--- src/rtl/mult_booth_pkg.sv ---
// ============================================================================
// Module      : mult_booth_pkg
// Description : Shared constants and FSM state encoding for the Booth multiplier.
// Revision    : 1.0 - initial release
// ============================================================================
`default_nettype none

package mult_booth_pkg;

  localparam int MULT_STEPS = 32;

  typedef enum logic [1:0] {
    IDLE = 2'd0,
    RUN  = 2'd1,
    DONE = 2'd2
  } mult_state_e;

endpackage

`default_nettype wire

--- src/rtl/mult_booth_if.sv ---
// ============================================================================
// Module      : mult_booth_if
// Description : Start/busy/done handshake and operand/result bus of the multiplier.
// Revision    : 1.0 - initial release
// ============================================================================
`default_nettype none

interface mult_booth_if #(
  parameter int WIDTH = 32
);

  logic             start;
  logic [WIDTH-1:0] A;
  logic [WIDTH-1:0] B;
  logic             busy;
  logic             done;
  logic [WIDTH-1:0] hi;
  logic [WIDTH-1:0] lo;

  modport master (output start, A, B, input busy, done, hi, lo);
  modport slave  (input start, A, B, output busy, done, hi, lo);

endinterface

`default_nettype wire

--- src/rtl/mult_booth_booth_step.sv ---
// ============================================================================
// Module      : booth_step
// Description : One radix-2 Booth step: conditional add/sub then arithmetic shift.
// Revision    : 1.0 - initial release
// ============================================================================
`default_nettype none

module booth_step #(
  parameter int WIDTH = 32
) (
  input  wire logic [WIDTH:0] acc_i,
  input  wire logic [WIDTH:0] m_i,
  input  wire logic           q0_i,
  input  wire logic           qm1_i,
  output logic      [WIDTH:0] acc_o,
  output logic                q_msb_o,
  output logic                qm1_o
);

  logic [WIDTH:0] w_sum;

  always_comb begin
    unique case ({q0_i, qm1_i})
      2'b01:   w_sum = acc_i + m_i;
      2'b10:   w_sum = acc_i - m_i;
      default: w_sum = acc_i;
    endcase
    // The acc LSB shifts into the top of q; the acc MSB is replicated.
    acc_o   = {w_sum[WIDTH], w_sum[WIDTH:1]};
    q_msb_o = w_sum[0];
    qm1_o   = q0_i;
  end

endmodule

`default_nettype wire

--- src/rtl/mult_booth.sv ---
// ============================================================================
// Module      : mult_booth
// Description : Sequential signed WIDTHxWIDTH radix-2 Booth multiplier, one step per clock.
// Revision    : 1.0 - initial release
// ============================================================================
`default_nettype none

module mult_booth
  import mult_booth_pkg::*;
#(
  parameter int WIDTH = 32,
  parameter int CNT_W = 6
) (
  input wire logic    clk,
  input wire logic    reset,
  mult_booth_if.slave bus
);

  mult_state_e      state_q, state_d;
  logic [WIDTH:0]   acc_q, acc_d;
  logic [WIDTH:0]   m_q, m_d;
  logic [WIDTH-1:0] q_q, q_d;
  logic             qm1_q, qm1_d;
  logic [CNT_W-1:0] count_q, count_d;

  logic [WIDTH:0]   w_acc_step;
  logic             w_q_msb;
  logic             w_qm1_step;

  booth_step #(.WIDTH(WIDTH)) u_booth_step (
    .acc_i   (acc_q),
    .m_i     (m_q),
    .q0_i    (q_q[0]),
    .qm1_i   (qm1_q),
    .acc_o   (w_acc_step),
    .q_msb_o (w_q_msb),
    .qm1_o   (w_qm1_step)
  );

  always_ff @(posedge clk or negedge reset) begin
    if (!reset) begin
      state_q <= IDLE;
      acc_q   <= '0;
      m_q     <= '0;
      q_q     <= '0;
      qm1_q   <= 1'b0;
      count_q <= '0;
    end else begin
      state_q <= state_d;
      acc_q   <= acc_d;
      m_q     <= m_d;
      q_q     <= q_d;
      qm1_q   <= qm1_d;
      count_q <= count_d;
    end
  end

  always_comb begin
    state_d = state_q;
    unique case (state_q)
      IDLE:    if (bus.start) state_d = RUN;
      RUN:     if (count_q == CNT_W'(1)) state_d = DONE;
      DONE:    state_d = IDLE;
      default: state_d = IDLE;
    endcase
  end

  // Datapath registers only move on acceptance and during RUN; hi/lo hold otherwise.
  always_comb begin
    acc_d   = acc_q;
    m_d     = m_q;
    q_d     = q_q;
    qm1_d   = qm1_q;
    count_d = count_q;
    if (state_q == IDLE && bus.start) begin
      acc_d   = '0;
      m_d     = {bus.A[WIDTH-1], bus.A};
      q_d     = bus.B;
      qm1_d   = 1'b0;
      count_d = CNT_W'(WIDTH);
    end else if (state_q == RUN) begin
      acc_d   = w_acc_step;
      q_d     = {w_q_msb, q_q[WIDTH-1:1]};
      qm1_d   = w_qm1_step;
      count_d = count_q - CNT_W'(1);
    end
  end

  always_comb begin
    bus.busy = (state_q != IDLE);
    bus.done = (state_q == DONE);
    bus.hi   = acc_q[WIDTH-1:0];
    bus.lo   = q_q;
  end

endmodule

`default_nettype wire

--- src/flat_wrapper.sv ---
// flat-port wrapper written by rule: the top's interface ports become plain ports
module mult_booth_flat import mult_booth_pkg::*;
#(
  parameter int WIDTH = 32,
  parameter int CNT_W = 6
)
  (clk, reset, bus_start, bus_A, bus_B, bus_busy, bus_done, bus_hi, bus_lo);
  mult_booth_if #(.WIDTH(WIDTH)) bus_i ();
  input wire logic clk;
  input wire logic reset;
  input wire logic [$bits(bus_i.start)-1:0] bus_start;
  input wire logic [$bits(bus_i.A)-1:0] bus_A;
  input wire logic [$bits(bus_i.B)-1:0] bus_B;
  output wire logic [$bits(bus_i.busy)-1:0] bus_busy;
  output wire logic [$bits(bus_i.done)-1:0] bus_done;
  output wire logic [$bits(bus_i.hi)-1:0] bus_hi;
  output wire logic [$bits(bus_i.lo)-1:0] bus_lo;
  assign bus_i.start = bus_start;
  assign bus_i.A = bus_A;
  assign bus_i.B = bus_B;
  assign bus_busy = bus_i.busy;
  assign bus_done = bus_i.done;
  assign bus_hi = bus_i.hi;
  assign bus_lo = bus_i.lo;
  mult_booth #(.WIDTH(WIDTH), .CNT_W(CNT_W)) u_core (.clk(clk), .reset(reset), .bus(bus_i));
endmodule
--- config.mk ---
export PLATFORM = sky130hd
export DESIGN_NAME = mult_booth_flat
export DESIGN_NICKNAME = d
export VERILOG_FILES = /design/src/rtl/mult_booth_pkg.sv /design/src/rtl/mult_booth_if.sv /design/src/rtl/mult_booth_booth_step.sv /design/src/rtl/mult_booth.sv /design/src/flat_wrapper.sv
export SDC_FILE = /design/constraint.sdc
export NUM_CORES = 1
export LEC_CHECK = 0
export ABC_AREA = 1
export BUFFER_PORTS_ARGS = -buffer_cell sky130_fd_sc_hd__clkbuf_2
export CAP_MARGIN = 20
export CELL_PAD_IN_SITES_DETAIL_PLACEMENT = 1
export CELL_PAD_IN_SITES_GLOBAL_PLACEMENT = 1
export CORE_MARGIN = 3
export CORE_UTILIZATION = 40
export DETAILED_ROUTE_END_ITERATION = 10
export GPL_TIMING_DRIVEN = 0
export HOLD_SLACK_MARGIN = 0.12
export PLACE_DENSITY_LB_ADDON = 0.1
export SLEW_MARGIN = 25
export SYNTH_ARGS = -nofsm -noshare
export SYNTH_HDL_FRONTEND = slang
export SYNTH_SLANG_ARGS = --single-unit
--- constraint.sdc ---
create_clock -name clk -period 3.4 [get_ports clk]
set_input_delay 0.34 -clock clk [delete_from_list [all_inputs] [get_ports clk]]
set_output_delay 0.34 -clock clk [all_outputs]
set_load 0.03 [all_outputs]
# --- Word-level counts from Yosys, hierarchy flattened ---
# Index checks and enable logic that the tools add are counted.
# W data, S select, Z words.
classes:
  n_addsub: 3
  eq_ne: 7
  reduce_logical: 5
  muxes: 12
ops:
  columns: ["cell", "count"]
  rows:
  - ["$mux W33", 2]
  - ["$pmux W33 S2", 1]
  - ["$mux W32", 2]
  - ["$add A33 B33 Y33", 1]
  - ["$sub A33 B33 Y33", 1]
  - ["$mux W6", 2]
  - ["$eq A6 B1 Y1 const B", 1]
  - ["$sub A6 B1 Y6 const B", 1]
  - ["$eq A2 B1 Y1 const B", 2]
  - ["$eq A2 B2 Y1 const B", 2]
  - ["$mux W2", 2]
  - ["$pmux W2 S2", 1]
  - ["$reduce_bool A2 Y1", 2]
  - ["$logic_not A2 Y1", 1]
  - ["$mux W1", 2]
  - ["$ne A2 B1 Y1 const B", 1]
  - ["$ne A2 B2 Y1 const B", 1]
  - ["$reduce_and A2 Y1", 1]
  - ["$logic_and A1 B1 Y1", 1]
totals:
  word_cells: 33
  inputBits: 67
  out_inout_bits: 66
  ff_bits: 106

# --- Depth between registers and ports, before layout ---
# Gate-level depths: netlist (run 1).
logic_depth:
  depth_word: 4
  depth_mapped: 22
  mapped_depth_nobuf: 22

# --- Modules after synthesis ---
# A second synthesis (run 1) with hierarchy kept.
unflattened:
  hier_cells: 1296
  hier_area_um2: 8388.0
modules_own_cells:
  columns: ["module", "seq_area_each_um2", "n_inst", "cells_each", "area_per_inst_um2"]
  rows:
  - ["mult_booth", 2652.5, 1, 465, 4431.8]
  - ["booth_step", 0.0, 1, 831, 3956.3]

# --- Least setup slack after synthesis (run 1) ---
# No wires, ideal clock.
synth_path:
  path_type: "register -> register"
  start: "register u_core.q_q[0], in the netlist u_core.bus.lo[0]"
  end: "register u_core.acc_q[14]"
  required_time_ps: 3271
  period_less_slack_ps: 2672
  setup_slack_ps: 728
  arrival_time_ps: 2543
  path_buffers: 1
  setup_ps: 129
  stages_incl_launch_ff: 17
  path_cell_list: "dfrtp_1 ha_1 inv_1 clkbuf_1 o31ai_1 xnor2_1 inv_1 ha_1 nand2_1 inv_1 a21oi_1 nand2_1 nand2_1 nand2_1 xor2_1 o21ai_0 o21ai_0"
synth_between:
  elab_chain_len: 4
  word_cells_on_any_way: 5
  cone_classes: "2 x eq/ne; 3 x mux"
synth_lines:
  columns: ["item", "line_no", "source"]
  rows:
  - ["start: declaration", "mult_booth.sv:22", "logic [WIDTH-1:0] q_q, q_d;"]
  - ["start signal: assignment", "mult_booth.sv:52", "q_q <= q_d;"]
  - ["$eq A2 B2 Y1 / $eq A2 B1 Y1 (equally long branches)", "mult_booth_booth_step.sv:23", "unique case ({q0_i, qm1_i})"]
  - ["$pmux W33 S2 *", "mult_booth_booth_step.sv:23", null]
  - ["$mux W33 *", "mult_booth.sv:81", "end else if (state_q == RUN) begin"]
  - ["$mux W33 *", "mult_booth.sv:75", "if (state_q == IDLE && bus.start) begin"]
  - ["end signal: assignment", "mult_booth.sv:43", "acc_q <= '0;"]
  - ["end signal: assignment", "mult_booth.sv:50", "acc_q <= acc_d;"]
  - ["end: declaration", "mult_booth.sv:20", "logic [WIDTH:0] acc_q, acc_d;"]
# Every way passes the cells marked *; elsewhere a longest branch is shown, timed or not. The select of a mux whose other input is x is not followed.
# A chain may end at the register's enable or synchronous reset.

# --- Worst setup path after layout (run 1) ---
layout_path:
  start: "register u_core.m_q[0]"
  end: "register u_core.acc_q[26]"
layout_between:
  elab_chain_len: 4
  word_cells_on_any_way: 5
  cone_classes: "2 x add/sub; 3 x mux"
layout_lines:
  columns: ["item", "line_no", "source"]
  rows:
  - ["start: declaration", "mult_booth.sv:21", "logic [WIDTH:0] m_q, m_d;"]
  - ["start signal: assignment", "mult_booth.sv:51", "m_q <= m_d;"]
  - ["$sub A33 B33 Y33 / $add A33 B33 Y33 (equally long branches)", "mult_booth_booth_step.sv:25, mult_booth_booth_step.sv:24", null]
  - ["$pmux W33 S2 *", "mult_booth_booth_step.sv:23", null]
  - ["$mux W33 *", "mult_booth.sv:81", null]
  - ["$mux W33 *", "mult_booth.sv:75", null]
# Marked as above.

==> results of run 1 <==
[where the power goes]
part	total, uW	internal [uW]	switching, uW	leakage (uW)
Sequential	1250	1250	0	0.00120
Clock	1160	589	568	0.000152
Combinational	69.1	31.4	37.7	0.00383
[cells by family after synthesis]
logic type      count (synthesis)  share of synthesized area [%]
compound gates                132                          9.941
xor+xnor                       39                          4.478
fa+ha+maj                      37                          6.168
buf+inv                       194                          9.744
flops                         105                          34.45
simple gates                  660                          35.22
[what timing repair did]
| action | in CTS | in global routing |
|---|---|---|
| pin swaps | 0 | 3 |
| setup endpoints to repair | 13 | 22 |
| gates resized for setup | 1 | 34 |
| hold buffers | 1 | 0 |
| hold endpoints to repair | 22 | 0 |
| cloned | 0 | 0 |
[routing by layer]
| metal | vias up | routed length [um] |
|---|---|---|
| met5 | - | 0 |
| met4 | 0 | 429 |
| met3 | 25 | 1044 |
| met2 | 133 | 12750 |
| met1 | 3800 | 11890 |
| li1 | 3930 | - |
[final cells by class]
cell class                 count  share of cell area [%]
inverter                     159                   6.588
clock inverter                 7                   1.022
buffer                        35                   1.671
multi-input combinational    868                   48.26
tap                          229                   3.163
sequential                   105                   29.01
timing repair buffer         134                   7.804
clock buffer                   9                   2.486
[flip-flops by register name, summed over array words and instances (netlist names)]
| signal | cells |
|---|---|
| u_core.acc_q | 32 |
| u_core.bus.lo | 32 |
| u_core.m_q | 32 |
| u_core.count_q | 6 |
| u_core.state_q | 2 |
| u_core.qm1_q | 1 |
[tightest hold or removal path, delay by kind of cell]
| kind | cells | cell delay [ns] |
|---|---|---|
| buf+inv | 1 | 0.08 |
| simple gates | 2 | 0.09 |
[through the flow]
step | setup WS, ns | instance area [sq um] | power (uW) | utilization, % | hold slack [ns]
final | 0.2274 | 9059 | 2474 | 49.42 | 0.1750
after global routing | 0.001914 | 9059 | 2556 | 49.42 | 0.1898
after CTS | 0.003264 | 8940 | 2492 | 48.77 | 0.1695
after detailed placement | -0.1761 | 8611 | 1343 | 46.97 | 0.2344
after global placement | -0.1331 | 8574 | 1337 | 46.78 | 0.4793
after floorplan | 0.7278 | 7627 | 1273 | - | 0.04441
[cell usage after synthesis (all sizes together)]
library cell,n
dfrtp,105
inv,159
nor3,8
o21ai,61
a21oi,43
o31ai,3
fa,1
or2,2
nand3,92
o22ai,5
nor4,1
o221ai,1
xnor2,6
clkbuf,24
o21bai,9
nand4,7
xor2,33
a32o,1
and3,1
buf,11
ha,36
and2,2
o211ai,5
o41ai,1
nor2,116
nand2,431
a21o,3
[worst min path at each step]
stage	startpoint	to	slack, ns	cells after the start
6_report	bus_A[27]	u_core.m_q[27]$_DFFE_PN0P_	0.18	3
3_3_place_gp	u_core.count_q[5]$_DFFE_PN0P_	u_core.count_q[5]$_DFFE_PN0P_	0.48	1
5_1_grt	bus_A[6]	u_core.m_q[6]$_DFFE_PN0P_	0.19	3
2_1_floorplan	reset	u_core.acc_q[0]$_DFFE_PN0P_	0.04	0
3_5_place_dp	reset	u_core.bus.lo[27]$_DFFE_PN0P_	0.23	1
4_1_cts	bus_A[27]	u_core.m_q[27]$_DFFE_PN0P_	0.17	3
==> results.cfg, run 1 <==
[yosys]
synth_seq_cells = 105
yosysTopAreaCellShare_pct = 34.45
synthTopCellsByArea = dfrtp_1, nand2_1, inv_1
syn_inst = 1167
ys_seq_area_share_pct = 34.45
syn_area_sq_mm = 0.007627
ys_warn_count = 0
yosysUniqueCellTypes = 39
syn_area_per_cell_sq_um = 6.536
syn-num-nets = 1271
yosysTopAreaCell = dfrtp_1

[setup_path]
reg2reg_slack_ns = 0.23
cp-start-kind = flip-flop
path_cells = inv_1, ha_1, nand2_2, nor3_4, nand2_2, o31ai_4, xor2_2, ha_1, a21oi_1, o21ai_0, nand2_1, nand2_1, a21oi_2, nand2_1, nand2_1, nand3_1, nand2_1, nand2_1
crit_type = flip-flop to flip-flop
timing.rr.end = u_core.acc_q[26]$_DFFE_PN0P_
worst_r2r_startpoint = u_core.m_q[0]$_DFFE_PN0P_
crit_path_frequent_cell = nand2_1
slowest_stage = dfrtp_1
r2r_cells = 18
crit_required_ns = 3.66
worst-path-buf-inv = 1
crit_cells = 18
cp.arrival_ns = 3.43
endpoint = u_core.acc_q[26]$_DFFE_PN0P_
end_kind = flip-flop
path_max_fanout = 5
critPathTopFamily = simple AND/OR/NAND/NOR gates
slowest_delay_ns = 0.39
crit_start = u_core.m_q[0]$_DFFE_PN0P_

[sta]
relSlewSlack_pct = 49.28
hold_viol_final = 0
tightest_slew_ns = 0.7607
fin_crit_ns = 3.173
rsz0062_at_grt = true
slew_viol_final = 0
setup_viol = 0
max_freq_mhz = 315.2
finalClockSkew_ns = 0.01360
finalCritPeriodShare_pct = 93.31
setup_tns_ns = 0

[final_layout]
regArea_sq_mm = 0.002628
area_growth_syn_to_layout_pct = 18.77
drive_gt1_share_pct = 15.57
diodes = 0
multi_input_area_sq_mm = 0.004372
final_common_cell = nand2_1
fin_cells = 1546
nets = 1416
fillers = 2514
final_cell_mix = nand2_1, inv_1, clkbuf_2

[floorplanning]
initial_core_util_pct = 41.61
fp.dieW_um = 144.1
num_rows = 49
fp.dieH_um = 144.1
die-area_sq_mm = 0.02076
ios = 133
core_sq_mm = 0.01833

[routing]
drtIter0Drc = 314
first_pass_iters = 4
wl_per_cell_um = 16.89
vias = 7888
vias_per_cell = 5.102
drtAntennaViolNets = 0
drc = 0
wirelength_um = 26110

[worst_hold_path]
hp-class = primary input to flip-flop

[global_route]
grt_overflow_total = 0
grt_usage_pct = 25.96
use_met1_pct = 33.46
antenna_found_initial = 0
top_usage_layer = met2
grt_pass1_wl_um = 42380
gr-usage-met2_pct = 45.44
grt.met3_usage_pct = 4.464
first_global_vias = 8299
grt_start_max_net_pins = 84

[placement]
dp.final_hpwl_um = 20820
place_congestion = 0.8952
io_buffers = 132
placed_cells = 1529

[clocking]
postCtsSetupBuffers = 0
clock_path_buffers = 2
cts_tree = yes
htree_levels = 3
path_clk_slew_ns = 0.08
cts_buffers = 9
cts-root-buf = clkbuf_16
cts.sinks = 105
clkLatencyLatePin_ns = 0.36

[flow_run]
maxCapViolCount = 0

[outcome]
status = completed

[pwr]
leakage_uw = 0.005176
peakVddDrop_v = 0.0002205
power_density_mw_per_mm2 = 273.1
Power figures use the tool's default switching activity.
==> run 2, diff against run 1 <==
clock period = 3.16 ns   (was 3.4 ns; I/O delays follow)
==> results.cfg, run 2 (same netlist as run 1, synthesis figures left out) <==
[worst_hold_path]
min_delay_path_depth = 3
hp-class = primary input to flip-flop

[final_layout]
area_growth_syn_to_layout_pct = 25.20
diodes = 0
fillers = 2466
final_cell_mix = nand2_1, inv_1, clkbuf_2
fin_cells = 1557
multi_input_area_sq_mm = 0.004767
final_common_cell = nand2_1
regArea_sq_mm = 0.002634
nets = 1427
drive_gt1_share_pct = 21.76

[routing]
wirelength_um = 27220
first_pass_iters = 5
drtAntennaViolNets = 0
drc = 0
vias = 8073
vias_per_cell = 5.185
wl_per_cell_um = 17.48
drtIter0Drc = 394

[clocking]
cts.sinks = 105
cts-root-buf = clkbuf_16
clkLatencyLatePin_ns = 0.36
htree_levels = 3
path_clk_slew_ns = 0.08
clock_path_buffers = 2
cts_buffers = 9
cts_tree = yes

[floorplanning]
num_rows = 49
fp.dieH_um = 144.1
initial_core_util_pct = 41.61
fp.dieW_um = 144.1
die-area_sq_mm = 0.02076
core_sq_mm = 0.01833
ios = 133

[sta]
relSlewSlack_pct = 46.16
hold_viol_final = 0
rsz0062_at_grt = true
max_freq_mhz = 326.6
finalClockSkew_ns = 0.01464
setup_viol = 0
tightest_slew_ns = 0.8075
slew_viol_final = 0
fin_crit_ns = 3.062
setup_ws_ns = 0.09846
fin_hold_ws_ns = 0.1512
finalCritPeriodShare_pct = 96.88

[pwr]
leakage_uw = 0.005262
power_density_mw_per_mm2 = 278.4
peakVddDrop_v = 0.0002387

[flow_run]
maxCapViolCount = 0

[placement]
place_ws_ns = -0.4161
placed_cells = 1529
io_buffers = 132
place_congestion = 0.8952
dp.final_hpwl_um = 20820

[global_route]
grt_usage_pct = 26.09
grt_start_max_net_pins = 84
first_global_vias = 8343
antenna_found_initial = 0
grt_pass1_wl_um = 42640
grt_overflow_total = 0

[setup_path]
crit_required_ns = 3.42
cp.arrival_ns = 3.32
cp-start-kind = flip-flop
crit_type = flip-flop to flip-flop
path_max_fanout = 4
end_kind = flip-flop
r2r_cells = 20

[outcome]
status = completed
[run 2: path summary, 6_finish.rpt]
kind                            slack (ns)                       endpoint                         start
worst max-delay path                   0.1   u_core.acc_q[30]$_DFFE_PN0P_     u_core.m_q[1]$_DFFE_PN0P_
worst min-delay path                  0.15     u_core.m_q[27]$_DFFE_PN0P_                     bus_A[27]
worst max register to register         0.1   u_core.acc_q[30]$_DFFE_PN0P_     u_core.m_q[1]$_DFFE_PN0P_
worst min register to register        0.51   u_core.bus.lo[8]$_DFFE_PN0P_  u_core.bus.lo[8]$_DFFE_PN0P_
max in group asynchronous             2.08     u_core.m_q[25]$_DFFE_PN0P_                         reset
min in group asynchronous             0.37  u_core.bus.lo[31]$_DFFE_PN0P_                         reset
[run 2: worst max-delay path, stage by stage, from the launching register on]
cell and delay [ns]:
dfrtp_1 0.38, inv_2 0.11, ha_4 0.16, nand2_4 0.07
nor3_4 0.27, nand3_2 0.19, nand2_4 0.14, o21ai_4 0.08
a21oi_2 0.12, xor2_1 0.18, ha_1 0.31, nand2_2 0.11
inv_1 0.07, a21oi_2 0.16, nand2_1 0.08, a21oi_2 0.15
nand2_1 0.07, nand2_1 0.09, nand3_2 0.07, nand2_1 0.09
nand2_1 0.05
[run 2: final cells by class]
| cell class | instances | area share [%] |
|---|---|---|
| clock buffer | 9 | 2.358 |
| multi-input combinational | 868 | 49.92 |
| sequential | 105 | 27.58 |
| tap | 229 | 3.001 |
| inverter | 159 | 6.250 |
| clock inverter | 7 | 0.9696 |
| buffer | 35 | 1.651 |
| timing repair buffer | 145 | 8.268 |
[run 2: stage by stage]
stage / power (uW) / instance area [sq um] / utilization [%] / setup TNS (ns)
floorplan: 1369 / 7627 / - / 0
global placement: 1438 / 8574 / 46.78 / -4.596
detailed placement: 1445 / 8611 / 46.97 / -5.013
CTS: 2681 / 9069 / 49.47 / -0.009671
global route: 2750 / 9549 / 52.09 / -0.6995
finish: 2659 / 9549 / 52.09 / 0
[run 2: timing repair]
item                                    CTS  global route
hold endpoints to repair                 22             0
hold buffers                              1             0
resized for setup                        28            97
endpoints found under the setup margin   25            22
setup buffers                             2            10
pin swaps                                 9            29
[run 2: power breakdown]
| group | internal (uW) | total, uW | leakage [uW] | switching, uW |
|---|---|---|---|---|
| clock | 634 | 1240 | 0.000152 | 609 |
| combinational | 33.7 | 74.4 | 0.00392 | 40.7 |
| sequential | 1340 | 1340 | 0.00119 | 0 |
| total | 2010 | 2660 | 0.00526 | 649 |
[run 2: layer usage]
layer | global-route usage (%) | vias to the layer above | part of all wire, %
li1 | - | 3949 | -
met1 | 33.64 | 3918 | 44
met2 | 45.66 | 172 | 50
met3 | 4.464 | 34 | 4.3
met4 | 6.293 | 0 | 1.8
met5 | 0 | - | 0
==> run 3, diff against run 2 <==
PLACE_DENSITY = 0.93   (was default)
PLACE_DENSITY_LB_ADDON = default   (was 0.1)
==> results.cfg, run 3 (same netlist as run 1, synthesis figures left out) <==
[outcome]
status = complete, but fails checks
violations = setup timing

[floorplanning]
fp.dieH_um = 144.1
num_rows = 49
initial_core_util_pct = 41.61
core_sq_mm = 0.01833
fp.dieW_um = 144.1
die-area_sq_mm = 0.02076
ios = 133

[sta]
fin_hold_ws_ns = 0.1318
rsz0062_at_grt = true
hold_viol_final = 0
relSlewSlack_pct = 46.84
finalClockSkew_ns = 0.01545
finalCritPeriodShare_pct = 110.6
slew_viol_final = 0
fin_crit_ns = 3.496
setup_viol = 16
setup_tns_ns = -2.375
tightest_slew_ns = 0.7974
max_freq_mhz = 286.1
setup_ws_ns = -0.3358

[placement]
dp.final_hpwl_um = 21700
io_buffers = 132
place_congestion = 0.9595

[global_route]
use_met1_pct = 35.05
grt.met3_usage_pct = 4.464
first_global_vias = 8792
grt_overflow_total = 0
gr-usage-met2_pct = 46.77
top_usage_layer = met2
grt_start_max_net_pins = 85
grt_pass1_wl_um = 44800
antenna_found_initial = 0
grt_usage_pct = 27.25

[routing]
vias = 9020
drtAntennaViolNets = 0
wirelength_um = 33430
drc = 0
wl_per_cell_um = 21.43
vias_per_cell = 5.782
first_pass_iters = 6
drtIter0Drc = 669

[final_layout]
area_growth_syn_to_layout_pct = 26.36
final_common_cell = nand2_1
fillers = 2434
drive_gt1_share_pct = 23.29
nets = 1430
final_cell_mix = nand2_1, inv_1, clkbuf_2
postLayoutCoreUtil_pct = 52.58
diodes = 0

[setup_path]
critPathTopFamily = simple AND/OR/NAND/NOR gates
cp.arrival_ns = 3.77
cp-start-kind = flip-flop
end_kind = flip-flop
crit_path_frequent_cell = nand2_1
worst-path-buf-inv = 0
crit_type = flip-flop to flip-flop
slowest_stage = dfrtp_2
slowest_delay_ns = 0.47
path_cells = nor2_4, nand2_1, nor3_4, nand2_4, o21ai_4, nand3_1, xor2_1, ha_1, nand2_1, nor2_1, o21ai_0, nand2_1, a21oi_2, nand2_1, nand2_1, nand3_1, nand2_1, nand2_1
path_max_fanout = 4
crit_required_ns = 3.44

[flow_run]
maxCapViolCount = 0

[clocking]
clock_path_buffers = 2
clkLatencyLatePin_ns = 0.38
path_clk_slew_ns = 0.10
cts_buffers = 9
cts-root-buf = clkbuf_16
cts.sinks = 105
cts_tree = yes
htree_levels = 3

[pwr]
peakVddDrop_v = 0.0002564
leakage_uw = 0.005307
power_density_mw_per_mm2 = 275.3

[worst_hold_path]
hp-class = primary input to flip-flop
## run 3: cell types whose count changed in the layout (fill, tap and decap cells not counted), sizes merged
cell      change
clkinvlp      -1
clkbuf        -1
bufinv        -1
clkinv        -1
inv           +3
buf           +4
## run 3: power breakdown
| part | internal [uW] | total, uW | switching (uW) |
|---|---|---|---|
| registers | 1340 | 1340 | 0 |
| clock network | 577 | 1240 | 660 |
| logic | 33.8 | 74.1 | 40.3 |
| total | 1950 | 2650 | 700 |
## run 3: path summary, 6_finish.rpt
path / to / from / cells after the start / slack [ns]
setup / recovery: u_core.acc_q[30]$_DFFE_PN0P_ / u_core.m_q[7]$_DFFE_PN0P_ / 18 / -0.34
min in group asynchronous: u_core.acc_q[19]$_DFFE_PN0P_ / reset / 2 / 0.37
setup reg to reg: u_core.acc_q[30]$_DFFE_PN0P_ / u_core.m_q[7]$_DFFE_PN0P_ / 18 / -0.34
hold / removal: u_core.m_q[3]$_DFFE_PN0P_ / bus_A[3] / 3 / 0.13
hold reg to reg: u_core.bus.lo[9]$_DFFE_PN0P_ / u_core.bus.lo[9]$_DFFE_PN0P_ / 2 / 0.52
max in group asynchronous: u_core.bus.lo[29]$_DFFE_PN0P_ / reset / 3 / 2.08
## run 3: metrics by stage
stage	total power [uW]	setup slack [ns]	area [sq um]	std cells
3_5_place_dp	1444	-0.3454	8611	1529
2_1_floorplan	1369	0.4878	7627	1167
5_1_grt	2715	-0.4065	9638	1560
4_1_cts	2642	-0.01803	9120	1548
6_report	2653	-0.3358	9638	1560
3_3_place_gp	1437	-0.1793	8574	1528
## run 3: tightest hold or removal path, stage by stage
cell and delay, ns:
clkbuf_2 0.07, nand2_1 0.04, nand2_1 0.04
## run 3: cell type report
cell class              instances  area [sq um]  area share [%]
plain buffers                  35         156.4           1.623
clock buffers                   9         225.2           2.337
clock inverters                 7         91.34          0.9477
inverters                     159         599.3           6.218
multi-input cells             868          4832           50.14
flip-flops and latches        105          2635           27.34
well taps                     229         286.5           2.973
repair buffers                148         812.0           8.425
## run 3: what timing repair did
item                                    CTS  global route
setup buffers                             2            12
cloned                                    0             0
pin swaps                                 7            27
endpoints found under the hold margin    21             0
hold buffers                              1             0
resized for setup                        36           112
endpoints found under the setup margin   23            23
## run 3: layer usage
metal | vias to the layer above | wire [um]
li1 | 3953 | -
met1 | 4434 | 13640
met2 | 468 | 15880
met3 | 165 | 2093
met4 | 0 | 1807
met5 | - | 0
